--- src/rtl/snes_multi_pad.sv ---
// rtl/snes_multi_pad.sv - parallel SNES controller poller with per-pad shadow registers
// Optional SNES_CHANGE_IRQ_EN adds change_irq, set when a commit alters any pad's shadow value.
module snes_multi_pad #(
  parameter int NUM_PADS      = 2,
  parameter int NUM_BITS      = 12,
  parameter int LATCH_CYCLES  = 4,
  parameter int HALF_PERIOD   = 3,
  parameter int POLL_INTERVAL = 0
) (
  input  logic                sys_clk,
  input  logic                sys_reset,
  input  logic [2:0]          address,
  input  logic                read_enable,
  output logic [NUM_BITS-1:0] read_data,
  input  logic [NUM_PADS-1:0] snes_data,
  output logic                snes_latch,
  output logic                snes_pulse,
  output logic                busy,
  output logic                data_valid
`ifdef SNES_CHANGE_IRQ_EN
  ,
  output logic                change_irq
`endif
);

  typedef enum logic [2:0] {
    IDLE     = 3'd0,
    LATCH    = 3'd1,
    WAIT     = 3'd2,
    SHIFT_HI = 3'd3,
    SHIFT_LO = 3'd4,
    COMMIT   = 3'd5
  } state_t;

  localparam int CW = 16;

  state_t        state, state_next;
  logic [CW-1:0] cnt, cnt_next;
  logic [7:0]    bit_cnt, bit_next;
  logic [31:0]   poll_cnt, poll_next;
  logic          sample, commit;
  logic          trig, auto_fire, latch_last, half_last;

  logic [NUM_PADS-1:0] sync1, sync2;
  logic [NUM_BITS-1:0] shift_reg [NUM_PADS];
  logic [NUM_BITS-1:0] shadow    [NUM_PADS];
  logic [NUM_BITS-1:0] rd_mux;

  assign trig       = read_enable && (address == 3'd7);
  assign auto_fire  = (POLL_INTERVAL != 0) && (poll_cnt == 32'(POLL_INTERVAL - 1));
  assign latch_last = (cnt == CW'(LATCH_CYCLES - 1));
  assign half_last  = (cnt == CW'(HALF_PERIOD - 1));

  always_ff @(posedge sys_clk) begin
    if (sys_reset) begin
      state    <= IDLE;
      cnt      <= '0;
      bit_cnt  <= '0;
      poll_cnt <= '0;
    end else begin
      state    <= state_next;
      cnt      <= cnt_next;
      bit_cnt  <= bit_next;
      poll_cnt <= poll_next;
    end
  end

  always_comb begin
    state_next = state;
    cnt_next   = cnt;
    bit_next   = bit_cnt;
    poll_next  = poll_cnt;
    sample     = 1'b0;
    commit     = 1'b0;
    case (state)
      IDLE: begin
        if (trig || auto_fire) begin
          state_next = LATCH;
          cnt_next   = '0;
          poll_next  = '0;
        end else if (POLL_INTERVAL != 0) begin
          poll_next = poll_cnt + 32'd1;
        end
      end
      LATCH: begin
        if (latch_last) begin
          state_next = WAIT;
          cnt_next   = '0;
        end else begin
          cnt_next = cnt + CW'(1);
        end
      end
      WAIT: begin
        if (half_last) begin
          sample     = 1'b1;
          state_next = SHIFT_HI;
          cnt_next   = '0;
          bit_next   = '0;
        end else begin
          cnt_next = cnt + CW'(1);
        end
      end
      SHIFT_HI: begin
        if (half_last) begin
          state_next = SHIFT_LO;
          cnt_next   = '0;
        end else begin
          cnt_next = cnt + CW'(1);
        end
      end
      SHIFT_LO: begin
        if (half_last) begin
          sample   = 1'b1;
          cnt_next = '0;
          if (bit_cnt == 8'(NUM_BITS - 2)) begin
            state_next = COMMIT;
          end else begin
            bit_next   = bit_cnt + 8'd1;
            state_next = SHIFT_HI;
          end
        end else begin
          cnt_next = cnt + CW'(1);
        end
      end
      COMMIT: begin
        commit     = 1'b1;
        state_next = IDLE;
      end
      default: state_next = IDLE;
    endcase
  end

  always_comb begin
    rd_mux = '0;
    for (int p = 0; p < NUM_PADS; p++) begin
      if (address == 3'(p)) rd_mux = shadow[p];
    end
  end

  // Outputs come from state_next so each registered strobe lines up with its state.
  always_ff @(posedge sys_clk) begin
    if (sys_reset) begin
      snes_latch <= 1'b0;
      snes_pulse <= 1'b0;
      busy       <= 1'b0;
      data_valid <= 1'b0;
      sync1      <= '0;
      sync2      <= '0;
      read_data  <= '0;
      for (int p = 0; p < NUM_PADS; p++) begin
        shift_reg[p] <= '0;
        shadow[p]    <= '0;
      end
    end else begin
      snes_latch <= (state_next == LATCH);
      snes_pulse <= (state_next == SHIFT_HI);
      busy       <= (state_next != IDLE);
      data_valid <= (state_next == COMMIT);
      sync1      <= snes_data;
      sync2      <= sync1;
      for (int p = 0; p < NUM_PADS; p++) begin
        if (sample) shift_reg[p] <= {shift_reg[p][NUM_BITS-2:0], ~sync2[p]};
        if (commit) shadow[p] <= shift_reg[p];
      end
      // A read during COMMIT sees the old shadow since both update on the same edge.
      if (read_enable) read_data <= rd_mux;
    end
  end

`ifdef SNES_CHANGE_IRQ_EN
  logic changed;

  always_comb begin
    changed = 1'b0;
    for (int p = 0; p < NUM_PADS; p++) begin
      if (shift_reg[p] != shadow[p]) changed = 1'b1;
    end
  end

  always_ff @(posedge sys_clk) begin
    if (sys_reset) begin
      change_irq <= 1'b0;
    end else if (commit && changed) begin
      change_irq <= 1'b1;
    end else if (read_enable && (address == 3'd6)) begin
      change_irq <= 1'b0;
    end
  end
`endif

endmodule

--- config.mk ---
export PLATFORM = sky130hd
export DESIGN_NAME = snes_multi_pad
export DESIGN_NICKNAME = d
export VERILOG_FILES = /design/src/rtl/snes_multi_pad.sv
export SDC_FILE = /design/constraint.sdc
export NUM_CORES = 1
export LEC_CHECK = 0
export BUFFER_PORTS_ARGS = -buffer_cell sky130_fd_sc_hd__buf_2
export CAP_MARGIN = 20
export CORE_MARGIN = 3
export CORE_UTILIZATION = 25
export DETAILED_ROUTE_END_ITERATION = 10
export HOLD_SLACK_MARGIN = 0.05
export PLACE_DENSITY = 0.46
export SLEW_MARGIN = 20
export SYNTH_ARGS = -nofsm -noshare
export SYNTH_HDL_FRONTEND = slang
export SYNTH_SLANG_ARGS = --single-unit
--- constraint.sdc ---
create_clock -name sys_clk -period 3.9 [get_ports sys_clk]
set_input_delay 0.39 -clock sys_clk [delete_from_list [all_inputs] [get_ports sys_clk]]
set_output_delay 0.39 -clock sys_clk [all_outputs]
set_load 0.02 [all_outputs]
* After elaboration in Yosys (flattened, before gate mapping)
Memory sizes are Yosys's and may differ from the RTL's.
Cells that the tools add are included.
Widths: inputs -> output; s select.
** Storage, ports and cells
- Memory bits (writable) :: 48
- Input bits :: 8
- Register bits :: 47
- Memories kept :: 2
- Word-level logic and storage cells :: 79
** Operators by class
- Add/sub/neg operators :: 2
- Equal/unequal tests :: 17
- Muxes and demuxes :: 32
- Bitwise logic cells :: 6
- Reductions and logical operators :: 10
** Memories
- shadow :: depth 2, width 12, read ports 2, clocked after memory_dff 0, write ports 2, RTL line 46 : logic [NUM_BITS-1:0] shadow [NUM_PADS];
- shift_reg :: depth 2, width 12, read ports 2, clocked after memory_dff 0, write ports 2, RTL line 45 : logic [NUM_BITS-1:0] shift_reg [NUM_PADS];
** Operators by type and width (number)
- $mux 12 :: 6
- $mux 16 :: 3
- $pmux 16 s3 :: 1
- $eq 16x2->1 const B :: 2
- $mux 8 :: 3
- $mux 3 :: 6
- $add 16x1->16 const B :: 1
- $pmux 8 s2 :: 1
- $pmux 3 s5 :: 1
- $eq 3x3->1 const B :: 4
- $mux 1 :: 11
- $eq 3x1->1 const B :: 3
- $eq 3x2->1 const B :: 3
- $add 8x1->8 const B :: 1
- $eq 8x4->1 const B :: 1
- $ne 2x2->1 const B :: 4
- $logic_not 3->1 :: 2
- $reduce_bool 3->1 :: 2
- $or 1x1->1 :: 4
- $reduce_and 4->1 :: 1
- $reduce_or 3->1 :: 1
- $not 1->1 :: 2
- $reduce_and 2->1 :: 1
- $reduce_bool 2->1 :: 1
- 2 further kinds :: 2

* Longest topological paths before layout
Gate-level depths: netlist of run 1.
- Depth after elaboration :: 7
- Depth in mapped cells :: 9
- Depth with buffers taken out :: 7

* Worst setup path after synthesis of run 1
No wires, ideal clock.
- Kind :: flip-flop to flip-flop
- Start :: register cnt[0]
- End :: register cnt[11]
- Required time :: 3.826 ns
- Stages on the path, launching flop included :: 9
- Arrival :: 1.930 ns
- Path slack :: 1.895 ns
- Library setup time :: 0.074 ns
- Buffers on the path :: 1
- Period minus slack after synthesis :: 2.005 ns
- Cells stage by stage :: dfxtp_1 -> inv_1 -> ha_1 -> nor3b_4 -> and4_1 -> buf_6 -> o22ai_1 -> or4b_1 -> a31oi_1
** Between the ends
- Word-level cells in the longest chain between the ends :: 3
- Elaborated cells on any way between the ends :: 6
** Ends and longest elaborated chain
- from (decl) :: RTL line 38 : logic [CW-1:0] cnt, cnt_next;
- from (signal assigned) :: RTL line 62 : cnt <= cnt_next;
- $add 16x1->16 (tied with other cells)
- $mux 16 (on tied branches)
- $pmux 16 s3 * :: RTL line 75 : case (state)
Every way passes the cells marked *; elsewhere a longest branch is shown, timed or not.
A chain may end at the register's enable or synchronous reset.

* Worst setup path in the final report of run 1
- Start :: register cnt[0]
- End :: register bit_cnt[7]
** Between the ends
- Word-level cells in the longest chain between the ends :: 3
- Elaborated cells on any way between the ends :: 4
** Ends and longest elaborated chain
- $eq 16x2->1 * :: RTL line 52 : assign half_last = (cnt == CW'(HALF_PERIOD - 1));
- $ne 2x2->1 (no source line)
- $reduce_and 4->1 (no source line) *
- to (signal assigned) :: RTL line 63 : bit_cnt <= bit_next;
- to (decl) :: RTL line 39 : logic [7:0] bit_cnt, bit_next;
Marks and branches as above.

==> impl_metrics.ini, run 1 <==
[power_and_ir_drop]
leakage_uw = 0.001770
finalPower_uw = 2019
ir_drop_v = 0.0002257
p_per_area_nw_per_um2 = 424.3

[worst_setup_path]
r2r_slack_ps = 1540
cp.arrival_ps = 2620
required_ps = 4170
cp_max_fo = 13
startpoint = cnt[0]
start_kind = register
r2r-start = cnt[0]
endpoint_kind = register
path_class = reg2reg

[cells_and_area]
multi_input_area_um2 = 1665
layout_commonest_cell = edfxtp_1
num-fill-cells = 1672
final_layout_size_suffix_gt1_frac = 0.1701
regArea_um2 = 2382
syn2layout_area_growth_pct = 13.73
design_area_um2 = 4758
final_cell_mix = edfxtp_1, and2_1, dfxtp_1
antenna_cells = 0
final_nets = 401

[global_route]
grt_pass1_vias = 2450
grt-ovfl-total = 0
grt_use_total = 0.08693
antenna_found_initial = 0
grt_pass1_wl_um = 12730
grt_max_degree = 33

[synthesis]
yosys_warnings = 0
ys_seq_elements = 95
synth_cells = 372
synth-edff-count = 48
avgSynthCellArea_um2 = 11.25
async_flop_share = 0
synth_cell_types = 53
mappedNetlistNets = 384
syn_area_um2 = 4184
synth-main-ff-cell = edfxtp_1
synth-seq-area-share = 0.5694

[sta]
finClkSkew_ps = 14.42
rsz0062_at_grt = no
setup_viol = 0
clock.fmax_ghz = 0.4246
worst-slew-pin-transition_ps = 922.7
setup_tns_ps = 0
finalCriticalPeriod_ps = 2355
whs_ps = 263.3
hold_viol = 0
maxSlewViolCount = 0
period_share = 0.6039
slew_headroom = 0.3849

[worst_hold_path]
hold_class = in2reg
hp-start = snes_data[0]

[clocking]
tritoncts = built
clock_latency_ps = 350
postCtsHoldBufs = 0
clkSinkCount = 95
ctsResizeCount = 0
clk_pin_slew_ps = 70
post_cts_buffers = 0
htree_levels = 3
cts-buffers-inserted = 9
clockBufferDepth = 2
cts_root_buffer = clkbuf_16

[floorplan]
io_pins = 24
dieWidth_um = 135.4
start_util = 0.2596
fp.dieArea_um2 = 18320
die_h_um = 135.4
core_area_um2 = 16120
rows = 46

[route]
drc_errors = 0
drtIter0Drc = 216
wl_per_cell_um = 12.38
first_pass_iters = 5
antenna_left = 0
dr_total_vias = 2603
wirelength_um = 7552
avgViaCountPerCell = 4.267

[flow_run]
cap_violations = 0

[placement]
dp_hpwl_um = 5055
port_buffers = 23
postPlaceCellArea_um2 = 4471
gp_congestion = 0.7385

[outcome]
status = finished, final reports clean
## through the flow
stage,setup WS (ps),utilization,cells
after global routing,1320,0.2953,610
after floorplan,1895,-,372
after detailed placement,1448,0.2774,594
final,1545,0.2953,610
after CTS,1533,0.2953,610
after global placement,1525,0.2771,594
## Yosys cell counts (all sizes together), types with 3 or more instances
master	number	area [um^2]
edfxtp	48	1441
and2	47	294.0
dfxtp	47	940.9
nor2	38	142.6
a21oi	24	120.1
nor2b	21	131.4
nand2	14	52.55
mux2	13	146.4
clkbuf	11	53.80
xor2	11	96.34
nand3	9	45.04
inv	8	30.03
nor3	8	45.04
buf	7	57.55
nand4	6	37.54
o21ai	6	30.03
and3	4	25.02
ha	4	50.05
nor3b	4	41.29
or4	4	30.03
and4	3	27.53
nor4	3	63.81
xnor2	3	26.28
## power breakdown
| group | internal [uW] | switching [uW] |
|---|---|---|
| clock network | 446 | 405 |
| registers | 1070 | 12.8 |
| logic | 29.2 | 54.5 |
| total | 1550 | 472 |
## logic make-up (layout without fill, tap and decap cells)
| kind of cell | after synthesis | in the layout | share of synthesized area |
|---|---|---|---|
| AND/OR/NAND/NOR | 170 | 170 | 0.2416 |
| flip-flops | 95 | 95 | 0.5694 |
| AO/OA/AOI/OAI | 48 | 48 | 0.07416 |
| buffers and inverters | 26 | 48 | 0.03379 |
| multiplexers | 15 | 15 | 0.03977 |
| XOR/XNOR | 14 | 14 | 0.02931 |
| adder cells (fa/ha/maj) | 4 | 4 | 0.01196 |
## per-layer routing
layer | routed length [um] | global-route usage | part of all wire | vias to the layer above
li1 | - | - | - | 1330
met1 | 4138 | 0.1347 | 0.55 | 1229
met2 | 3020 | 0.1134 | 0.40 | 35
met3 | 255 | 0.01783 | 0.034 | 9
met4 | 138 | 0.04031 | 0.018 | 0
met5 | 0 | 0 | 0 | -
## worst max-delay path, stage by stage (launching register included)
cell      delay [ps]
dfxtp_1          340
inv_1             60
ha_1             190
nor3b_4          220
and4_1           430
o211ai_2         320
or4_1            570
a21oi_1          140
## path summary, 6_finish.rpt
check / endpoint / depth (start not counted)
max: bit_cnt[7] / 7
min: sync1[0] / 2
max reg2reg: bit_cnt[7] / 7
min reg2reg: sync2[1] / 1
## area by class of cell
type,instances,share of cell area
well taps,216,0.05680
inverters,8,0.006311
clock inverters,7,0.01315
repair buffers,24,0.02577
multi-input cells,251,0.3500
clock buffers,9,0.04733
flip-flops and latches,95,0.5007
Power figures use the tool's default switching activity.
==> run 2, diff against run 1 <==
==> constraint.sdc (replaced) <==
create_clock -name sys_clk -period 2.3 [get_ports sys_clk]
set_input_delay 0.23 -clock sys_clk [delete_from_list [all_inputs] [get_ports sys_clk]]
set_output_delay 0.23 -clock sys_clk [all_outputs]
set_load 0.02 [all_outputs]
==> impl_metrics.ini, run 2 (same netlist as run 1, synthesis figures left out) <==
[worst_setup_path]
cp.arrival_ps = 2130
start_kind = register
cp_max_fo = 24
max_stage_delay_ps = 480
crit_path_cell_trace = ha_1 -> nor3b_4 -> and4_2 -> o211a_1 -> or2_2
crit_slowest_cell = or2_2
endpoint_kind = register
path_class = reg2reg
crit_family = simple AND/OR/NAND/NOR gates
required_ps = 2270
path_buf_inv = 0

[power_and_ir_drop]
p_int_uw = 2750
switching_power_uw = 798.6
power_frac_seq = 0.516
p_per_area_nw_per_um2 = 722.2
p_clk_frac = 0.436
ir_drop_v = 0.0004195
combPwrFrac = 0.048
netSwitchingFraction = 0.2251
leakage_uw = 0.001872

[sta]
finalCriticalPeriod_ps = 2157
worst-slew-pin-transition_ps = 571.9
hold_viol = 0
slew_headroom = 0.6187
clock.fmax_ghz = 0.4636
whs_ps = 113.1
maxSlewViolCount = 0
finClkSkew_ps = 9.475
period_share = 0.9377
setup_ws_ps = 143.2
setup_viol = 0

[placement]
preCtsSetupSlack_ps = 82.99
port_buffers = 23
gp_congestion = 0.7703
dp_hpwl_um = 5304

[clocking]
cts-buffers-inserted = 9
clkSinkCount = 95
clk_pin_slew_ps = 70
clock_latency_ps = 340
clockBufferDepth = 2
tritoncts = built
cts_root_buffer = clkbuf_16
htree_levels = 3
postCtsHoldBufs = 0

[global_route]
grt_pass1_vias = 2611
grt_use_total = 0.08981
antenna_found_initial = 0
grt_max_degree = 25
grt_pass1_wl_um = 13190
grt-ovfl-total = 0

[route]
wl_per_cell_um = 12.39
first_pass_iters = 4
dr_total_vias = 2679
avgViaCountPerCell = 4.266
drc_errors = 0
drtIter0Drc = 167
antenna_left = 0
wirelength_um = 7783

[cells_and_area]
final_layout_size_suffix_gt1_frac = 0.2087
syn2layout_area_growth_pct = 17.43
layout_commonest_cell = edfxtp_1
antenna_cells = 0
final_nets = 419
final_core_util = 0.3049
multi_input_area_um2 = 1663
final_cell_mix = edfxtp_1, and2_1, dfxtp_1
num-fill-cells = 1664
regArea_um2 = 2382

[outcome]
status = finished, final reports clean

[floorplan]
die_h_um = 135.4
fp.dieArea_um2 = 18320
rows = 46
dieWidth_um = 135.4
start_util = 0.2596
core_area_um2 = 16120
io_pins = 24

[flow_run]
cap_violations = 0

[worst_hold_path]
hold_class = in2reg
==> run 2: final cells by class <==
type / count / share of cell area
inverters: 8 / 0.006112
flip-flops and latches: 95 / 0.4848
clock buffers: 9 / 0.04584
well taps: 216 / 0.05500
clock inverters: 7 / 0.01732
repair buffers: 42 / 0.05246
multi-input cells: 251 / 0.3384
==> run 2: power by group through the flow <==
stage / logic, uW / clock network, uW / registers [uW]
detailed placement: 170 / 0 / 1870
floorplan: 105 / 0 / 1870
CTS: 172 / 1600 / 1830
global route: 188 / 1660 / 1840
global placement: 170 / 0 / 1870
finish: 169 / 1550 / 1830
==> run 2: layer usage <==
metal  share of wire  vias up  global-route usage
met5               0        -                   0
met4           0.018        0             0.04087
met3           0.038       11             0.01523
met2            0.42       40              0.1300
met1            0.52     1253              0.1307
li1                -     1375                   -
==> run 2: path summary, 6_finish.rpt <==
kind / from / end / slack, ps / cells after the start
worst min register to register: sync1[0] / sync2[0] / 440 / 1
worst max register to register: cnt[1] / shift_reg[0][17] / 140 / 5
worst max-delay path: cnt[1] / shift_reg[0][17] / 140 / 5
worst min-delay path: snes_data[0] / sync1[0] / 110 / 2
==> run 2: timing repair <==
| item | CTS | global route |
|---|---|---|
| endpoints found under the hold margin | 0 | 0 |
| endpoints found under the setup margin | 0 | 49 |
| gates resized for setup | 0 | 2 |
| buffers inserted | 0 | 0 |
==> run 2: stage by stage <==
| stage | TNS [ps] | cell area (um^2) | std cells | power, uW |
|---|---|---|---|---|
| 2_1_floorplan | 0 | 4184 | 372 | 1978 |
| 3_3_place_gp | 0 | 4601 | 612 | 2041 |
| 3_5_place_dp | 0 | 4601 | 612 | 2042 |
| 4_1_cts | 0 | 4911 | 628 | 3600 |
| 5_1_grt | -7.166 | 4913 | 628 | 3685 |
| 6_report | 0 | 4913 | 628 | 3549 |
==> run 2: worst reg2reg max path: cells and delay by family, from the launching register on <==
family,cells,cell delay (ps)
compound gates,1,180
flops,1,380
simple gates,3,1030
fa+ha+maj,1,190
